`config.mk`:
```
export PLATFORM = sky130hd
export DESIGN_NAME = instr_fetch_unit
export DESIGN_NICKNAME = d
export VERILOG_FILES = /design/src/rtl/instr_fetch_unit_pkg.sv /design/src/rtl/instr_fetch_unit_perf_counter.sv /design/src/rtl/instr_fetch_unit.sv
export SDC_FILE = /design/constraint.sdc
export NUM_CORES = 1
export LEC_CHECK = 0
export CAP_MARGIN = 0
export CORE_AREA = 2 2 124 126
export CTS_CLUSTER_SIZE = 20
export DETAILED_ROUTE_END_ITERATION = 7
export DIE_AREA = 0 0 126 128
export GPL_TIMING_DRIVEN = 1
export PLACE_DENSITY_LB_ADDON = 0.25
export SYNTH_ARGS = -nofsm -noshare
export SYNTH_HDL_FRONTEND = slang
export SYNTH_SLANG_ARGS = --single-unit
```
`constraint.sdc`:
```
create_clock -name clock -period 3 [get_ports clock]
set_input_delay 0.3 -clock clock [delete_from_list [all_inputs] [get_ports clock]]
set_output_delay 0.3 -clock clock [all_outputs]
set_load 0.02 [all_outputs]
```
`src/rtl/instr_fetch_unit_pkg.sv`:
```
// Shared types and constants for the instruction fetch unit.
// Optional performance counters are enabled by defining IFU_PERF_COUNTERS_EN.
package instr_fetch_unit_pkg;

  localparam int unsigned IFU_ADDR_W  = 64;
  localparam int unsigned IFU_INSTR_W = 32;
  localparam int unsigned PERF_CNT_W  = 32;

  // Low PC bits must match this for a word-aligned fetch.
  localparam logic [1:0] ALIGN_MASK = 2'b00;

  typedef enum logic [2:0] {
    S_IDLE,
    S_REQ,
    S_HOLD,
    S_DROP,
    S_FAULT
  } fetch_state_e;

endpackage

```
`src/rtl/instr_fetch_unit_perf_counter.sv`:
```
// Saturating event counter; only present when IFU_PERF_COUNTERS_EN is defined.
`ifdef IFU_PERF_COUNTERS_EN
module ifu_perf_counter
  import instr_fetch_unit_pkg::*;
#(
  parameter int unsigned W = PERF_CNT_W
) (
  input  logic         clock,
  input  logic         reset,
  input  logic         en,
  output logic [W-1:0] count
);

  always_ff @(posedge clock) begin
    if (reset) begin
      count <= '0;
    end else if (en && (count != '1)) begin
      count <= count + W'(1);
    end
  end

endmodule
`endif

```
`src/rtl/instr_fetch_unit.sv`:
```
// Fetch stage: issues instruction-memory reads for the current PC and hands words to decode.
// Define IFU_PERF_COUNTERS_EN to add fetch and memory-stall counters.
module instr_fetch_unit
  import instr_fetch_unit_pkg::*;
#(
  parameter int unsigned ADDR_W  = IFU_ADDR_W,
  parameter int unsigned INSTR_W = IFU_INSTR_W
) (
  input  logic               clock,
  input  logic               reset,
  input  logic [ADDR_W-1:0]  pc,
  input  logic               flush,
  output logic               mem_req,
  output logic [ADDR_W-1:0]  mem_addr,
  input  logic               mem_ack,
  input  logic [INSTR_W-1:0] mem_rdata,
  output logic [INSTR_W-1:0] ir,
  output logic [ADDR_W-1:0]  ir_pc,
  output logic               ir_valid,
  input  logic               ir_ready,
  output logic               pc_advance,
  output logic               fault
`ifdef IFU_PERF_COUNTERS_EN
  ,
  output logic [31:0]        perf_fetches,
  output logic [31:0]        perf_stall_cycles
`endif
);

  fetch_state_e state;

  // Fetch sequencer; every output is a register updated here.
  always_ff @(posedge clock) begin
    if (reset) begin
      state      <= S_IDLE;
      mem_req    <= 1'b0;
      mem_addr   <= '0;
      ir         <= '0;
      ir_pc      <= '0;
      ir_valid   <= 1'b0;
      pc_advance <= 1'b0;
      fault      <= 1'b0;
    end else begin
      pc_advance <= 1'b0;
      unique case (state)
        S_IDLE: begin
          if (pc[1:0] != ALIGN_MASK) begin
            fault <= 1'b1;
            state <= S_FAULT;
          end else begin
            mem_addr <= pc;
            mem_req  <= 1'b1;
            state    <= S_REQ;
          end
        end
        S_REQ: begin
          if (mem_ack) begin
            mem_req <= 1'b0;
            if (flush) begin
              state <= S_IDLE;
            end else begin
              ir       <= mem_rdata;
              ir_pc    <= mem_addr;
              ir_valid <= 1'b1;
              state    <= S_HOLD;
            end
          end else if (flush) begin
            state <= S_DROP;
          end
        end
        // Request stays up until memory answers; the answer is thrown away.
        S_DROP: begin
          if (mem_ack) begin
            mem_req <= 1'b0;
            state   <= S_IDLE;
          end
        end
        S_HOLD: begin
          if (flush) begin
            ir_valid <= 1'b0;
            state    <= S_IDLE;
          end else if (ir_ready) begin
            ir_valid   <= 1'b0;
            pc_advance <= 1'b1;
            state      <= S_IDLE;
          end
        end
        S_FAULT: begin
          if (flush) begin
            fault <= 1'b0;
            state <= S_IDLE;
          end
        end
        default: state <= S_IDLE;
      endcase
    end
  end

`ifdef IFU_PERF_COUNTERS_EN
  logic fetch_evt;
  logic stall_evt;

  assign fetch_evt = (state == S_HOLD) && ir_valid && ir_ready && !flush;
  assign stall_evt = ((state == S_REQ) || (state == S_DROP)) && !mem_ack;

  ifu_perf_counter #(.W(32)) u_fetch_cnt (
    .clock (clock),
    .reset (reset),
    .en    (fetch_evt),
    .count (perf_fetches)
  );

  ifu_perf_counter #(.W(32)) u_stall_cnt (
    .clock (clock),
    .reset (reset),
    .en    (stall_evt),
    .count (perf_stall_cycles)
  );
`endif

endmodule

```
==> flow_summary.toml, run 1 <==
[sta]
tns_ps = 0
hold_violations = 0
fin_crit_sh = 0.635
min_period_ps = 1910
maxSlewViolCount = 0
clock_skew_ps = 5.83
fin_hold_ws_ps = 333
max_clock_freq_mhz = 525
max-slew-margin-rel = 0.575
worstMarginPinSlew_ps = 637
rsz0062_at_grt = "false"
setup_viol = 0

[pwr]
combPwrFrac = 0.116
power.internal_w = 0.00385
p_sw_frac = 0.240
leakage_nw = 3.10
vdd_drop_max_v = 0.000330
switchingPower_w = 0.00122
powerDensity_nw_per_um2 = 554
p_clk_frac = 0.422
seqPwrFrac = 0.462

[route]
vias = 5579
viasPerCell = 4.75
drc_errors = 0
wl_per_cell_um = 14.1
totalWireLength_mm = 16.6
dr.pass1.iters = 5
final_antenna_net_count = 0
drt_iter0_drc = 314

[finish]
seqCellArea_sq_um = 3340
stdcell_count = 1174
final_cell_mix = "nand2_1 (317), clkdlybuf4s50_1 (263), dfxtp_1 (167), a21oi_1 (161), clkbuf_16 (17)"
drive_gt1_frac = 0.0477
fin_nets = 1074
layout.cells.most_common = "nand2_1"
fill_cells = 1364
num_antenna_cells = 0
syn_to_final_growth_pct = 56.6
multi_input_area_sq_um = 2220

[setup_path]
arrival_ps = 2250
r2r-start = "state[2]"
worstPathRequired_ps = 3340
critPathMaxFanout = 53
critical_path_class = "reg2reg"
reg2reg_depth = 5
r2r_end = "ir_pc[58]"
worstSetupStartpointType = "flip-flop"
rrSetupSlack_ps = 1090
crit_path_end_kind = "flip-flop"

[clock_network]
cts_buffers = 17
cts-htree-levels = 4
clockBufferDepth = 2
cts.sinks = 167
postCtsHoldBufs = 0
cts_resized = 0
cts_root_buf = "clkbuf_16"
cts_tree = "built"
clkSlewWorstSetupHoldPaths_ps = 60
cts_setup_buffers = 0
clock_latency_ps = 420

[min_path]
worstHoldPathCells = 2
holdPathEnd = "ir_pc[28]"
hold_start = "reset"
hp-class = "in2reg"

[yosys]
synth_compound_area_frac = 0.149
synth_area_leaders = "dfxtp_1 (57%), nand2_1 (20%), a21oi_1 (14%), clkbuf_1 (1.5%), buf_2 (1.2%)"
synth_mux_area_frac = 0.00193
synth_top_family_by_area = "simple AND/OR/NAND/NOR gates"
ys_seq_area_frac = 0.572
syn_area_per_cell_sq_um = 7.95
synthSimpleGateAreaFrac = 0.227
syn_inst = 735
synth-xor-area-share = 0
synth_area_leader_cell = "dfxtp_1"
synth_top_area_share = 0.572
yosys_warnings = 0
syn-cell-area_sq_um = 5840
ys_ff_latch = 167
synth_fa_ha_area_frac = 0
synth_cell_type_count = 26
syn-num-nets = 836

[die]
chipWidth_um = 126
rows = 45
core_area_sq_um = 14900
start_util = 0.393
die_y_um = 128
top_level_ports = 265
die-area_sq_um = 16100

[placement]
portBuffers = 264
placed_cells = 1142
globalplace.congestion = 0.789
dp_hpwl_mm = 11.2

[grt]
grt_pass1_wl_mm = 26.2
track_usage = 0.203
grt_pass1_vias = 5081
grt_overflow_total = 0
grt_max_degree = 69
grt_antenna_before_repair = 0

[outcome]
outcome = "finished, final reports clean"

[run]
drv_cap = 0
## synth_stat cells
cell	number
nor3_2	1
nand2_1	319
buf_2	14
or2_2	1
a311oi_1	1
and3b_1	1
inv_1	1
o21bai_1	1
buf_6	5
a21oi_1	161
nand2b_1	3
nor2_1	7
a22oi_1	1
nor3b_1	2
nand3_1	1
buf_1	4
clkbuf_1	24
and4_1	1
and2_1	2
o311a_1	1
o21ai_0	4
a221oi_1	1
mux2_2	1
nor3_1	3
buf_4	8
dfxtp_1	167
## how the worst max path moves through the flow
stage,from,cells past startpoint,endpoint,slack [ps]
3_5_place_dp,flush,6,ir_valid,790
6_report,state[2],5,ir_pc[58],1090
3_3_place_gp,flush,6,ir_valid,840
4_1_cts,state[2],5,ir_pc[53],1100
2_1_floorplan,state[2],8,ir[10],1630
5_1_grt,state[0],5,ir_valid,970
## kinds of logic (layout without fill, tap and decap cells)
family,count (synthesis),after routing
AND/OR/NAND/NOR,341,341
AO/OA/AOI/OAI,170,170
buffers and inverters,56,307
multiplexers,1,1
flip-flops,167,167
## metal layers
metal  wire length (um)  global-route usage  vias to the layer above
met2               8020               0.335                      195
li1                   -                   -                     2848
met3               1390              0.0739                       16
met4                226              0.0672                        0
met1               6960               0.249                     2520
met5                  0                   0                        -
## power groups by stage
stage	Clock [W]	Combinational (W)	Sequential, W
5_1_grt	0.00230	0.000641	0.00235
4_1_cts	0.00219	0.000598	0.00234
3_3_place_gp	0	0.000593	0.00239
3_5_place_dp	0	0.000594	0.00239
2_1_floorplan	0	0.000212	0.00246
6_report	0.00214	0.000590	0.00234
## area by class of cell
class	instances	area share
Clock buffer	22	0.0507
Clock inverter	10	0.0133
Inverter	1	0.000410
Multi-Input combinational cell	512	0.242
Sequential cell	167	0.365
Tap cell	188	0.0257
Timing Repair Buffer	274	0.302
## flip-flops by register name, summed over array words and instances, names as in the netlist
signal and count:
ir_pc 64, mem_addr 64, ir 32, state 3, fault 1, ir_valid 1, mem_req 1, pc_advance 1
## worst max-delay path, stage by stage, from the launching register on
cell	delay, ps
dfxtp_1	490
and3b_1	270
nand2_4	460
buf_12	300
nand2_1	80
a21oi_1	150
## metrics by stage
stage / util / setup WS (ps) / area [sq um] / total power, W
2_1_floorplan: - / 1630 / 5840 / 0.00267
3_3_place_gp: 0.576 / 838 / 8560 / 0.00298
3_5_place_dp: 0.576 / 794 / 8560 / 0.00298
4_1_cts: 0.616 / 1100 / 9150 / 0.00513
5_1_grt: 0.616 / 972 / 9150 / 0.00529
6_report: 0.616 / 1090 / 9150 / 0.00507
Power figures use the tool's default switching activity.
==> run 2: changes to the inputs <==
--- a/config.mk
+++ b/config.mk
@@ -6,10 +6,10 @@
 export NUM_CORES = 1
 export LEC_CHECK = 0
 export CAP_MARGIN = 0
-export CORE_AREA = 2 2 124 126
+export CORE_AREA = 2 2 129 131
 export CTS_CLUSTER_SIZE = 20
 export DETAILED_ROUTE_END_ITERATION = 7
-export DIE_AREA = 0 0 126 128
+export DIE_AREA = 0 0 131 133
 export GPL_TIMING_DRIVEN = 1
 export PLACE_DENSITY_LB_ADDON = 0.25
 export SYNTH_ARGS = -nofsm -noshare
==> constraint.sdc (replaced) <==
create_clock -name clock -period 1.7 [get_ports clock]
set_input_delay 0.17 -clock clock [delete_from_list [all_inputs] [get_ports clock]]
set_output_delay 0.17 -clock clock [all_outputs]
set_load 0.02 [all_outputs]
==> flow_summary.toml, run 2 (synthesis results as in run 1) <==
[outcome]
outcome = "finished, final reports clean"

[setup_path]
cp_cell_sequence = "clkdlybuf4s50_1"
reg2reg_depth = 5
crit_path_start = "mem_addr[34]"
rrSetupSlack_ps = 170
worstPathRequired_ps = 1530
arrival_ps = 1410
crit_family = "buffers and inverters"
critical_path_class = "reg2out"
r2r-start = "state[0]"
cp_num_buf_inv = 1
crit_path_end_kind = "output pin"
slowest_stage = "clkdlybuf4s50_1"
max_stage_delay_ps = 630
worstSetupStartpointType = "flip-flop"
critPathMaxFanout = 3
r2r_end = "ir_pc[41]"

[clock_network]
cts_resized = 0
postCtsHoldBufs = 0
clockBufferDepth = 2
clock_latency_ps = 420
cts_tree = "built"
cts-htree-levels = 4
cts_buffers = 17
cts_setup_buffers = 0
clkSlewWorstSetupHoldPaths_ps = 60
cts.sinks = 167
cts_root_buf = "clkbuf_16"

[sta]
worstMarginPinSlew_ps = 274
maxSlewViolCount = 0
fin_crit_sh = 0.929
max-slew-margin-rel = 0.816
clock_skew_ps = 9.80
rsz0062_at_grt = "false"
tns_ps = 0
setup_viol = 0
min_period_ps = 1580
worst_slack_ps = 121
max_clock_freq_mhz = 633
hold_violations = 0

[die]
start_util = 0.361
top_level_ports = 265
die_y_um = 133
die-area_sq_um = 17400
rows = 47
core_area_sq_um = 16200
chipWidth_um = 131

[min_path]
holdPathEnd = "mem_addr[11]"
hp-class = "in2reg"
hold_start = "reset"
worstHoldPathCells = 2

[run]
drv_cap = 0

[finish]
syn_to_final_growth_pct = 59.2
drive_gt1_frac = 0.0535
final_cell_mix = "nand2_1 (317), clkdlybuf4s50_1 (263), dfxtp_1 (167), a21oi_1 (161), clkbuf_16 (18)"
reg_top3 = "ir_pc x64, mem_addr x64, ir x32"
num_antenna_cells = 0
layout.cells.most_common = "nand2_1"
fin_nets = 1078

[route]
final_antenna_net_count = 0
vias = 5571
totalWireLength_mm = 17.1
wl_per_cell_um = 14.1
dr.pass1.iters = 6
drt_iter0_drc = 256
viasPerCell = 4.60
drc_errors = 0

[placement]
dp_hpwl_mm = 10.9
globalplace.congestion = 0.747
dp_slack_ps = 17.1
portBuffers = 264

[grt]
grt_pass1_wl_mm = 26.1
grt_overflow_total = 0
track_usage = 0.190
grt_max_degree = 97
grt_pass1_vias = 5081
grt_antenna_before_repair = 0

[pwr]
powerDensity_nw_per_um2 = 952
vdd_drop_max_v = 0.000687
leakage_nw = 3.16
p_total_w = 0.00885
[run 2: changes by cell type in the layout (fill, tap and decap cells not counted), moves of 2 or more]
| cell | change |
|---|---|
| clkbuf_1 | -2 |
| buf_4 | -3 |
| inv_6 | +2 |
| bufinv_16 | -2 |
| clkbuf_8 | +3 |
| buf_12 | +5 |
[run 2: worst max-delay path by stage]
stage	slack [ps]	depth (start not counted)	to
4_1_cts	90	1	mem_addr[49]
5_1_grt	20	5	ir_pc[48]
3_3_place_gp	50	6	state[0]
3_5_place_dp	20	6	ir_pc[46]
6_report	120	1	mem_addr[34]
2_1_floorplan	330	8	ir[10]
[run 2: cell type report]
cell class	count	area [sq um]
clock inverter	9	65.1
multi-input combinational	512	2220
fill	1538	6870
clock buffer	23	498
inverter	1	3.75
sequential	167	3340
timing repair buffer	278	2900
tap	220	275
[run 2: metrics by stage]
step / cell area [sq um] / std cells / hold WS, ps / utilization
floorplan: 5840 / 735 / 306 / -
global placement: 8700 / 1177 / 441 / 0.538
detailed placement: 8700 / 1177 / 446 / 0.538
CTS: 9270 / 1209 / 29.1 / 0.573
global route: 9300 / 1210 / 42.7 / 0.575
finish: 9300 / 1210 / 43.9 / 0.575
[run 2: report_power, final]
part / switching [W] / internal, W
sequential: 0.0000910 / 0.00404
combinational: 0.000545 / 0.000550
clock: 0.00156 / 0.00207
total: 0.00219 / 0.00666
[run 2: layer usage]
layer	vias up	routed length [um]	part of all wire	global-route usage
met2	164	8190	0.48	0.311
li1	2849	-	-	-
met4	0	287	0.017	0.0697
met1	2536	7140	0.42	0.227
met5	-	0	0	0
met3	22	1440	0.084	0.0696
==> run 3: changes to the inputs <==
--- a/config.mk
+++ b/config.mk
@@ -11,6 +11,7 @@
 export DETAILED_ROUTE_END_ITERATION = 7
 export DIE_AREA = 0 0 131 133
 export GPL_TIMING_DRIVEN = 1
+export HOLD_SLACK_MARGIN = 0.05
 export PLACE_DENSITY_LB_ADDON = 0.25
 export SYNTH_ARGS = -nofsm -noshare
 export SYNTH_HDL_FRONTEND = slang
==> flow_summary.toml, run 3 (synthesis results as in run 1) <==
[outcome]
outcome = "finished, final reports clean"

[sta]
max-slew-margin-rel = 0.816
fin_crit_sh = 0.929
setup_viol = 0
maxSlewViolCount = 0
worstMarginPinSlew_ps = 274
tns_ps = 0
clock_skew_ps = 10.3
rsz0062_at_grt = "false"
max_clock_freq_mhz = 633
hold_violations = 0
min_period_ps = 1580

[grt]
grt_max_degree = 97
grt_overflow_total = 0
track_usage = 0.191
grt_pass1_vias = 5089
grt_pass1_wl_mm = 26.2
grt_antenna_before_repair = 0

[clock_network]
cts.sinks = 167
cts_root_buf = "clkbuf_16"
clockBufferDepth = 2
clkSlewWorstSetupHoldPaths_ps = 70
cts_tree = "built"
cts-htree-levels = 4
cts_buffers = 17
clock_latency_ps = 420
cts_setup_buffers = 0

[setup_path]
cp_num_buf_inv = 1
crit_path_end_kind = "output pin"
worstSetupStartpointType = "flip-flop"
max_stage_delay_ps = 630
critical_path_class = "reg2out"
critPathMaxFanout = 3
slowest_stage = "clkdlybuf4s50_1"
crit_family = "buffers and inverters"
cp_cell_sequence = "clkdlybuf4s50_1"
worstPathRequired_ps = 1530
arrival_ps = 1410

[finish]
syn_to_final_growth_pct = 59.3
seqCellArea_sq_um = 3340
layout.cells.most_common = "nand2_1"
fin_nets = 1079
drive_gt1_frac = 0.0535
multi_input_area_sq_um = 2220
final_util = 0.576
fill_cells = 1537
final_cell_mix = "nand2_1 (317), clkdlybuf4s50_1 (263), dfxtp_1 (167), a21oi_1 (161), clkbuf_16 (18)"
reg_top3 = "ir_pc x64, mem_addr x64, ir x32"
num_antenna_cells = 0

[route]
vias = 5584
wl_per_cell_um = 14.1
drc_errors = 0
totalWireLength_mm = 17.1
dr.pass1.iters = 6
final_antenna_net_count = 0
drt_iter0_drc = 270
viasPerCell = 4.61

[pwr]
p_total_w = 0.00886
leakage_nw = 3.16
vdd_drop_max_v = 0.000687
powerDensity_nw_per_um2 = 951

[die]
rows = 47
chipWidth_um = 131
die_y_um = 133
core_area_sq_um = 16200
start_util = 0.361
top_level_ports = 265
die-area_sq_um = 17400

[placement]
globalplace.congestion = 0.747
portBuffers = 264
dp_hpwl_mm = 10.9

[run]
drv_cap = 0

[min_path]
hp-class = "in2reg"
==> run 3: cell count changes in the layout (fill, tap and decap cells not counted) <==
cell	change
dlygate4sd3_1	+1
==> run 3: worst paths after layout <==
check                                  start           end  slack (ps)  cells after the start
worst max-delay path            mem_addr[34]  mem_addr[34]         120                      1
worst min-delay path                  pc[12]  mem_addr[12]         290                      3
worst max register to register      state[0]     ir_pc[41]         170                      5
worst min register to register        ir[13]        ir[13]         450                      2
==> run 3: repair_timing <==
| action | in CTS | in global routing |
|---|---|---|
| hold buffers | 1 | 0 |
| hold endpoints to repair | 6 | 0 |
| gates resized for setup | 0 | 1 |
| endpoints found under the setup margin | 0 | 14 |
==> run 3: area by class of cell <==
class,count,share of cell area
Timing Repair Buffer,279,0.312
Clock buffer,23,0.0535
Inverter,1,0.000403
Multi-Input combinational cell,512,0.238
Sequential cell,167,0.359
Tap cell,220,0.0296
Clock inverter,9,0.00699
==> run 3: per-layer routing <==
| layer | global-route usage | share of wire | vias to the layer above |
|---|---|---|---|
| met1 | 0.228 | 0.42 | 2536 |
| li1 | - | - | 2851 |
| met5 | 0 | 0 | - |
| met2 | 0.312 | 0.48 | 175 |
| met3 | 0.0696 | 0.085 | 22 |
| met4 | 0.0697 | 0.017 | 0 |
==> run 3: power by group <==
part	total, W	leakage, nW	internal, W	switching (W)
Clock	0.00363	0.276	0.00207	0.00156
Combinational	0.00110	1.53	0.000551	0.000546
Sequential	0.00413	1.35	0.00404	0.0000909
==> run 3: stage by stage <==
stage / hold WS (ps) / instances / setup slack [ps] / area (sq um)
floorplan: 306 / 735 / 325 / 5840
global placement: 441 / 1177 / 50.5 / 8700
detailed placement: 446 / 1177 / 17.1 / 8700
CTS: 276 / 1210 / 92.8 / 9280
global route: 297 / 1211 / 15.1 / 9310
finish: 294 / 1211 / 121 / 9310
==> run 3: tightest hold or removal path, cell delays in order <==
cell and delay [ps]:
clkdlybuf4s50_1 390, nand2_1 50, a21oi_1 50
